**config.mk**
```make
export PLATFORM = sky130hd
export DESIGN_NAME = adder_arbiter
export DESIGN_NICKNAME = d
export VERILOG_FILES = /design/src/rtl/adder_arb_pkg.sv /design/src/rtl/adder_core.sv /design/src/rtl/adder_arbiter.sv
export SDC_FILE = /design/constraint.sdc
export NUM_CORES = 1
export LEC_CHECK = 0
export BUFFER_PORTS_ARGS = -buffer_cell sky130_fd_sc_hd__buf_2
export CAP_MARGIN = 10
export CORE_ASPECT_RATIO = 1.75
export CORE_UTILIZATION = 53
export CTS_BUF_LIST = sky130_fd_sc_hd__clkbuf_2
export CTS_CLUSTER_DIAMETER = 150
export DETAILED_ROUTE_END_ITERATION = 8
export GPL_TIMING_DRIVEN = 0
export PLACE_DENSITY = 0.87
export SLEW_MARGIN = 25
export SYNTH_ARGS = -nofsm -noshare
export SYNTH_HDL_FRONTEND = slang
export SYNTH_SLANG_ARGS = --single-unit
```
**constraint.sdc**
```tcl
create_clock -name clk -period 4.11 [get_ports clk]
set_input_delay 0 -clock clk [delete_from_list [all_inputs] [get_ports clk]]
set_output_delay 0 -clock clk [all_outputs]
set_load 0.01 [all_outputs]
```
**src/rtl/adder_arb_pkg.sv**
```systemverilog
// Shared types and helpers for the round-robin adder arbiter.
package adder_arb_pkg;

    typedef enum logic [1:0] {
        IDLE = 2'd0,
        CALC = 2'd1,
        RESP = 2'd2
    } state_t;

    localparam int W_ADD = 4;

    function automatic int rr_next(input int idx, input int n);
        return (idx + 1 >= n) ? 0 : idx + 1;
    endfunction

endpackage

```
**src/rtl/adder_core.sv**
```systemverilog
// Combinational 4-bit ripple-carry adder: one half adder followed by three full adders.
module adder_core
    import adder_arb_pkg::*;
(
    input  logic [W_ADD-1:0] a_i,
    input  logic [W_ADD-1:0] b_i,
    output logic [W_ADD:0]   sum_o
);

    logic [W_ADD-1:0] s;
    logic             carry;

    // Carry is rippled procedurally so no vector feeds back into itself.
    always_comb begin
        s     = '0;
        s[0]  = a_i[0] ^ b_i[0];
        carry = a_i[0] & b_i[0];
        for (int i = 1; i < W_ADD; i++) begin
            s[i]  = a_i[i] ^ b_i[i] ^ carry;
            carry = (a_i[i] & b_i[i]) | (carry & (a_i[i] ^ b_i[i]));
        end
    end

    assign sum_o = {carry, s};

endmodule

```
**src/rtl/adder_arbiter.sv**
```systemverilog
// Round-robin arbiter sharing one 4-bit adder between NREQ requesters.
// Define ADDER_ARB_STATS_EN to add the saturating busy-cycle counter busy_cnt.
module adder_arbiter
    import adder_arb_pkg::*;
#(
    parameter  int NREQ = 4,
    parameter  int W    = 4,
    localparam int IDW  = $clog2(NREQ)
) (
    input  logic              clk,
    input  logic              rst_n,
    input  logic              ena,
    input  logic [NREQ-1:0]   req_valid,
    output logic [NREQ-1:0]   req_ready,
    input  logic [NREQ*W-1:0] req_a,
    input  logic [NREQ*W-1:0] req_b,
    output logic              res_valid,
    input  logic              res_ready,
    output logic [W:0]        res_sum,
    output logic [IDW-1:0]    res_id
`ifdef ADDER_ARB_STATS_EN
    ,
    output logic [7:0]        busy_cnt
`endif
);

    if (W != W_ADD) begin : g_bad_w
        $error("adder_arbiter: W must equal the shared adder width");
    end
    if (NREQ < 2 || NREQ > 8) begin : g_bad_nreq
        $error("adder_arbiter: NREQ must be in 2..8");
    end

    state_t        state_q, state_d;
    logic [IDW-1:0] rr_ptr_q, rr_ptr_d;
    logic [W-1:0]  op_a_q, op_a_d, op_b_q, op_b_d;
    logic [IDW-1:0] op_id_q, op_id_d;
    logic          res_valid_q, res_valid_d;
    logic [W:0]    res_sum_q, res_sum_d;
    logic [IDW-1:0] res_id_q, res_id_d;
    logic [W:0]    core_sum;
    logic          grant_vld;
    logic [IDW-1:0] grant_idx;

    adder_core u_adder_core (
        .a_i   (op_a_q),
        .b_i   (op_b_q),
        .sum_o (core_sum)
    );

    // Scan downward in offset so the requester closest to rr_ptr wins.
    always_comb begin
        int idx;
        grant_vld = 1'b0;
        grant_idx = '0;
        idx       = 0;
        for (int k = NREQ - 1; k >= 0; k--) begin
            idx = int'(rr_ptr_q) + k;
            if (idx >= NREQ) idx = idx - NREQ;
            if (req_valid[idx]) begin
                grant_vld = 1'b1;
                grant_idx = IDW'(idx);
            end
        end
    end

    always_comb begin
        state_d     = state_q;
        rr_ptr_d    = rr_ptr_q;
        op_a_d      = op_a_q;
        op_b_d      = op_b_q;
        op_id_d     = op_id_q;
        res_valid_d = res_valid_q;
        res_sum_d   = res_sum_q;
        res_id_d    = res_id_q;
        req_ready   = '0;
        case (state_q)
            IDLE: begin
                if (ena && rst_n && grant_vld) begin
                    req_ready[grant_idx] = 1'b1;
                    op_a_d   = req_a[int'(grant_idx)*W +: W];
                    op_b_d   = req_b[int'(grant_idx)*W +: W];
                    op_id_d  = grant_idx;
                    rr_ptr_d = IDW'(rr_next(int'(grant_idx), NREQ));
                    state_d  = CALC;
                end
            end
            CALC: begin
                res_sum_d   = core_sum;
                res_id_d    = op_id_q;
                res_valid_d = 1'b1;
                state_d     = RESP;
            end
            RESP: begin
                if (res_ready) begin
                    res_valid_d = 1'b0;
                    state_d     = IDLE;
                end
            end
            default: state_d = IDLE;
        endcase
    end

    always_ff @(posedge clk) begin
        if (!rst_n) begin
            state_q     <= IDLE;
            rr_ptr_q    <= '0;
            op_a_q      <= '0;
            op_b_q      <= '0;
            op_id_q     <= '0;
            res_valid_q <= 1'b0;
            res_sum_q   <= '0;
            res_id_q    <= '0;
        end else if (ena) begin
            state_q     <= state_d;
            rr_ptr_q    <= rr_ptr_d;
            op_a_q      <= op_a_d;
            op_b_q      <= op_b_d;
            op_id_q     <= op_id_d;
            res_valid_q <= res_valid_d;
            res_sum_q   <= res_sum_d;
            res_id_q    <= res_id_d;
        end
    end

    assign res_valid = res_valid_q;
    assign res_sum   = res_sum_q;
    assign res_id    = res_id_q;

`ifdef ADDER_ARB_STATS_EN
    logic [7:0] busy_cnt_q;

    always_ff @(posedge clk) begin
        if (!rst_n) begin
            busy_cnt_q <= '0;
        end else if (ena && state_q != IDLE && busy_cnt_q != 8'hFF) begin
            busy_cnt_q <= busy_cnt_q + 8'd1;
        end
    end

    assign busy_cnt = busy_cnt_q;
`endif

endmodule

```
=== Yosys cells after proc, flatten, opt, wreduce, memory -nomap -nowiden ===
Cells that the tools add are included.

* Logic and storage cells: 93
* Bits in latches: 0
* Memory bits (writable): 0
* Output and inout bits: 12
* Register bits after elaboration: 22
* Bits in read-only memories: 0
* Memories: 0

* Shifts and indexed selects: 2
* Bitwise operators: 17
* Equal/unequal tests: 4
* Reductions and logical operators: 9
* Add/subtract/negate cells: 8
* Multipliers: 0
* Multiplexer cells: 34
* Div/mod/pow operators: 0
* Order comparisons: 11

{| class="wikitable"
|+ Operators with widths
! operator !! number
|-
| less-than comparator 32 x 4 -> 1 bit (second input constant) || 4
|-
| two-way mux 32 bit || 4
|-
| variable part select 16 x 5 -> 4 bit || 2
|-
| two-way mux 1 bit || 14
|-
| two-way mux 2 bit || 7
|-
| >= comparator 3 bit (second input constant) || 4
|-
| subtractor 3 x 3 -> 4 bit (second input constant) || 3
|-
| AND reduction 3 bit || 3
|-
| binary-select mux 1 bit (select 2 bit) || 4
|-
| two-way mux 4 bit || 2
|-
| bitwise AND 1 bit || 7
|-
| bitwise XOR 1 bit || 7
|-
| adder 2 x 1 -> 3 bit (second input constant) || 2
|-
| adder 2 x 2 -> 3 bit (second input constant) || 2
|-
| case mux 2 bit (3 select lines) || 1
|-
| inequality test 2 bit (second input constant) || 2
|-
| subtractor 2 x 3 -> 4 bit (second input constant) || 1
|-
| >= comparator 2 x 3 -> 1 bit (second input constant) || 1
|-
| logical AND 1 bit || 3
|-
| less-than comparator 2 x 3 -> 1 bit (second input constant) || 1
|-
| bitwise OR 1 bit || 3
|-
| demux 1 bit (select 2 bit) || 1
|-
| == test 2 x 1 -> 1 bit (second input constant) || 1
|-
| == test 2 bit (second input constant) || 1
|-
| 5 further kinds || 5
|}

=== Depth between registers and ports, before layout ===
* Depth after elaboration: 16
* Mapped depth: 9

=== Hierarchy ===
Synthesis repeated with hierarchy kept, for this count alone.

* Cells, all modules: 142
* Area total of the unflattened synthesis: 1388.8 sq um

{| class="wikitable"
|+ Modules (own cells, without submodules)
! module !! sequential area each (sq um) !! cells an instance !! instances !! area an instance (sq um)
|-
| adder_arbiter || 440.4 || 127 || 1 || 1271.2
|-
| adder_core || 0.0 || 15 || 1 || 117.6
|}

=== Worst setup path after synthesis ===
No wires, ideal clock.

* Path kind: register -> register
* Start: register op_a_q[0]
* End: register res_sum_q[3] (netlist: res_sum[3])
* Data arrival time: 1708 ps
* Slack: 2286 ps
* Cell stages (with the launch flop): 10
* Buffers on the path: 0
* Library setup time: 116 ps
* Clock period less this slack: 1824 ps
* Path through: dfxtp_1 > ha_1 > inv_1 > fa_1 > inv_1 > fa_1 > inv_1 > fa_1 > nand2_1 > o211a_1

* Longest elaborated chain between the ends: 6

{| class="wikitable"
|+ RTL lines
! what !! line !! RTL
|-
| from (decl) || adder_arbiter.sv:36 || <nowiki>logic [W-1:0] op_a_q, op_a_d, op_b_q, op_b_d;</nowiki>
|-
| from (signal assigned) || adder_arbiter.sv:117 || <nowiki>op_a_q <= op_a_d;</nowiki>
|-
| bitwise AND 1 bit || adder_core.sv:17 || <nowiki>carry = a_i[0] & b_i[0];</nowiki>
|-
| bitwise AND 1 bit || adder_core.sv:20 || <nowiki>carry = (a_i[i] & b_i[i]) | (carry & (a_i[i] ^ b_i[i]));</nowiki>
|-
| bitwise OR 1 bit || adder_core.sv:20 ||
|-
| bitwise AND 1 bit || adder_core.sv:20 ||
|-
| bitwise OR 1 bit || adder_core.sv:20 ||
|-
| bitwise XOR 1 bit || adder_core.sv:19 || <nowiki>s[i] = a_i[i] ^ b_i[i] ^ carry;</nowiki>
|-
| to (signal assigned) || adder_arbiter.sv:121 || <nowiki>res_sum_q <= res_sum_d;</nowiki>
|-
| to (decl) || adder_arbiter.sv:39 || <nowiki>logic [W:0] res_sum_q, res_sum_d;</nowiki>
|}

Every way passes these cells.
A chain may end at the register's enable or synchronous reset.

=== Final worst setup path ===
* Start: register rr_ptr_q[0]
* End: register op_a_q[0]

* Longest elaborated chain between the ends: 12
* Elaborated cells between the ends (all ways): 38
* Those cells by class: add/sub: 7; order compare: 4; shift: 1; mux: 24; reduce/logical: 2

{| class="wikitable"
|+ RTL lines
! what !! line !! RTL
|-
| from (decl) || adder_arbiter.sv:35 || <nowiki>logic [IDW-1:0] rr_ptr_q, rr_ptr_d;</nowiki>
|-
| from (signal assigned) || adder_arbiter.sv:116 || <nowiki>rr_ptr_q <= rr_ptr_d;</nowiki>
|-
| parallel branches: the longest is 12 deep, another holds subtractor 3 x 3 -> 4 bit || - ||
|}

Several ways; the timed one is not identified. The select of a mux whose other input is x is not followed.

==> results by group <==
Status
  – Status: finished, violations left
  – Failing checks: negative hold slack

Synth
  – Count leader, synth: dfxtp_1
  – Synth Register Bits: 22
  – EDFF count, synth: 0
  – Register area share after synthesis: 0.347
  – Mapped Avg Cell Area: 9.77 um2
  – Post-synth ARST share: 0
  – Yosys warns: 0
  – Synth top area share: 0.347
  – Synth unique cells: 30
  – Cells after Synth: 130
  – Top post-synthesis cells by area: dfxtp_1 35%, mux2i_1 16%, o221ai_2 8.3%, fa_1 4.7%, nand2_1 3.8%
  – Syn nets: approximately 180
  – Most used flip-flop cell after synthesis: dfxtp_1
  – Cell Area, Synth: 1270 um2
  – Commonest cells in the netlist: 22 x dfxtp_1, 20 x mux2i_1, 13 x nand2_1
  – Area leader, netlist: dfxtp_1

Power and ir drop
  – Sw Share: 0.286
  – Pint: 0.000401 W
  – Combinational fraction of design power: 0.294
  – P_leak: 0.860 nW
  – Clock Power Share: 0.271
  – Sw Pwr: 0.000161 W
  – Peak supply drop: 263 uV
  – Seq pwr share: 0.435
  – Power Density: 310 nW/um2

Floorplanning
  – Die Width: about 39 um
  – Ports: 52
  – Core footprint: 2270 um2
  – Initial Utilization: 0.559
  – Die Height: 66.8 um
  – FP Rows: 23
  – Die area: 2600 um2

STA
  – RSZ-0062 raised after global routing: false
  – Slew HR: 0.664
  – Final hold slack: -0.0107 ns
  – Max Fclk: 0.356 GHz
  – Worst-Margin Slew: ~0.50 ns
  – Worst Slack Setup Final: approximately 1.3 ns
  – Max-slew violations: 0
  – Setup Skew: 0.00748 ns
  – Setup violators final: 0
  – Post-layout min period: 2.81 ns
  – Setup_tns: 0 ns
  – Endpoints failing hold: 2
  – Tcrit/Tclk final: 0.683

Routing
  – Wire length per cell: 16.4 um
  – Total routed wirelength: between 3 and 4 mm
  – 1st-pass router iterations: 4
  – Vias post-DR: 1,352
  – DRC violations left: 0
  – ANT nets after route: 0
  – Number of vias per cell: 5.85
  – DR iter-0 viols: 34

Global route
  – First-pass GRT wire length: 5.69 mm
  – Gr usage total: 0.319
  – Pin count of the biggest net entering global routing: 14
  – Number of global-route vias before repair: 1,426
  – Initial antenna violation count: 0
  – Gr ovfl total: 0

Critical path
  – Crit-path max FO: 10
  – Crit Path Category: reg -> reg
  – Critical Path AT: 3.06 ns
  – Critical Path Start Type: register
  – CP Capture Type: register
  – CP required: 4.36 ns

Placement
  – Hpwl dp: 2.47 mm
  – GPL Wtd Cong: 0.805
  – Dpl ws: 2.14 ns
  – Dpl cell area: 1560 um2
  – Port buffer count: 51
  – Placed Cells: just over 200

Clocking
  – H-Tree Depth: 1
  – Clk Latency, worst-skew pair: 0.33 ns
  – Clock Sinks: 22
  – Worst-path clk slew: 0.22 ns
  – CTS resizes: 0
  – Post-CTS Setup Repair Bufs: 0
  – CTS tree: yes
  – CTS buffer count: 3
  – Clk root buf: clkbuf_2
  – Clk buf depth: 2

Finish
  – Storage cell area: approximately 440 um2
  – Filler instances: 152
  – Multi-input combinational cell area: around 750 um2
  – Syn-to-layout area delta: 42.7%
  – Cell area after layout: 1810 um2
  – Share of cells above drive strength 1: 0.345
  – Final std cells w/o fill: 231
  – Antenna Cells: 0
  – Final nets: 252

Hold path
  – Hold Path Class: in -> reg

Job
  – MaxCap Viol Count: 0
==> metal layers <==
layer / vias up / track usage / wire length (um)
met3: 23 / 0.0533 / 119
met2: 59 / 0.610 / 2230
met5: - / 0 / 0
met1: 654 / 0.277 / 1270
li1: 616 / - / -
met4: 0 / 0.194 / 174
==> worst max-delay path: stages (launching register included) <==
cell,delay (ns)
dfxtp_1,0.44
nor2b_1,0.09
a211o_1,0.28
a21oi_2,0.24
buf_6,0.20
mux2i_1,0.19
dlygate4sd3_1,0.60
o221ai_2,0.11
dlygate4sd3_1,0.58
==> cells in the final DEF (no fill, tap or decap) <==
cell,netlist,layout
a211o_1,1,1
a21boi_0,2,2
a21o_2,1,1
a21oi_1,4,4
a21oi_2,1,1
and2_1,1,1
and4bb_2,1,1
buf_1,1,1
buf_2,1,52
buf_6,2,2
bufinv_16,0,1
clkbuf_1,3,3
clkbuf_2,0,3
dfxtp_1,22,22
dlygate4sd3_1,0,21
fa_1,3,3
ha_1,2,2
inv_1,9,9
inv_2,2,2
mux2i_1,20,20
nand2_1,13,13
nand2b_1,2,2
nand3_1,9,9
nor2_1,4,4
nor2b_1,6,6
nor3_1,1,1
nor3b_1,1,1
o211a_1,3,3
o21ai_0,4,4
o221ai_1,2,2
o221ai_2,7,7
o22a_1,1,1
o41ai_4,1,1
==> state kept, by name, indices dropped and copies added, names as in the netlist <==
| register | count |
|---|---|
| op_id_q | 2 |
| res_valid | 1 |
| rr_ptr_q | 2 |
| res_id | 2 |
| op_a_q | 4 |
| res_sum | 5 |
| op_b_q | 4 |
| state_q | 2 |
==> layout make-up <==
| type | count | area share |
|---|---|---|
| timing repair buffer | 72 | 0.257 |
| clock buffer | 3 | 0.00829 |
| buffer | 7 | 0.0235 |
| clock inverter | 1 | 0.0166 |
| sequential | 22 | 0.243 |
| tap | 25 | 0.0173 |
| inverter | 11 | 0.0228 |
| multi-input combinational | 90 | 0.412 |
==> power groups by stage <==
stage                     registers [W]  clock network, W  logic (W)
after CTS                      0.000244          0.000153   0.000157
after detailed placement       0.000248                 0   0.000136
after floorplan                0.000246                 0  0.0000875
final                          0.000245          0.000152   0.000165
after global routing           0.000246          0.000160   0.000178
after global placement         0.000247                 0   0.000128
==> metrics by stage <==
stage                     total power [W]  hold WS [ns]  utilization
after detailed placement         0.000384         0.268        0.685
after global placement           0.000375         0.248        0.685
final                            0.000562       -0.0107        0.797
after global routing             0.000584      -0.00173        0.797
after floorplan                  0.000334         0.111            -
after CTS                        0.000554       0.00150        0.784
==> cells by family (layout without fill, tap and decap cells) <==
family	count (synthesis)	in the layout	share of synthesized area
buf+inv	18	94	0.0660
simple gates	38	38	0.150
flops	22	22	0.347
fa+ha+maj	5	5	0.0670
mux	20	20	0.158
compound gates	27	27	0.213
==> timing repair <==
item / in CTS / in global routing
endpoints found under the hold margin: 9 / 2
hold buffers: 18 / 3
endpoints found under the setup margin: 0 / 0
==> worst paths after layout <==
path         slack [ns]  cells past startpoint                       to                     start
max                1.30                      8   op_a_q[0]$_SDFFE_PN0P_  rr_ptr_q[0]$_SDFFE_PN0P_
min               -0.01                      3   op_b_q[0]$_SDFFE_PN0P_                  req_b[8]
max reg2reg        1.30                      8   op_a_q[0]$_SDFFE_PN0P_  rr_ptr_q[0]$_SDFFE_PN0P_
min reg2reg        0.50                      2  op_id_q[1]$_SDFFE_PN0P_   op_id_q[1]$_SDFFE_PN0P_
(Power assumes the default switching activity.)
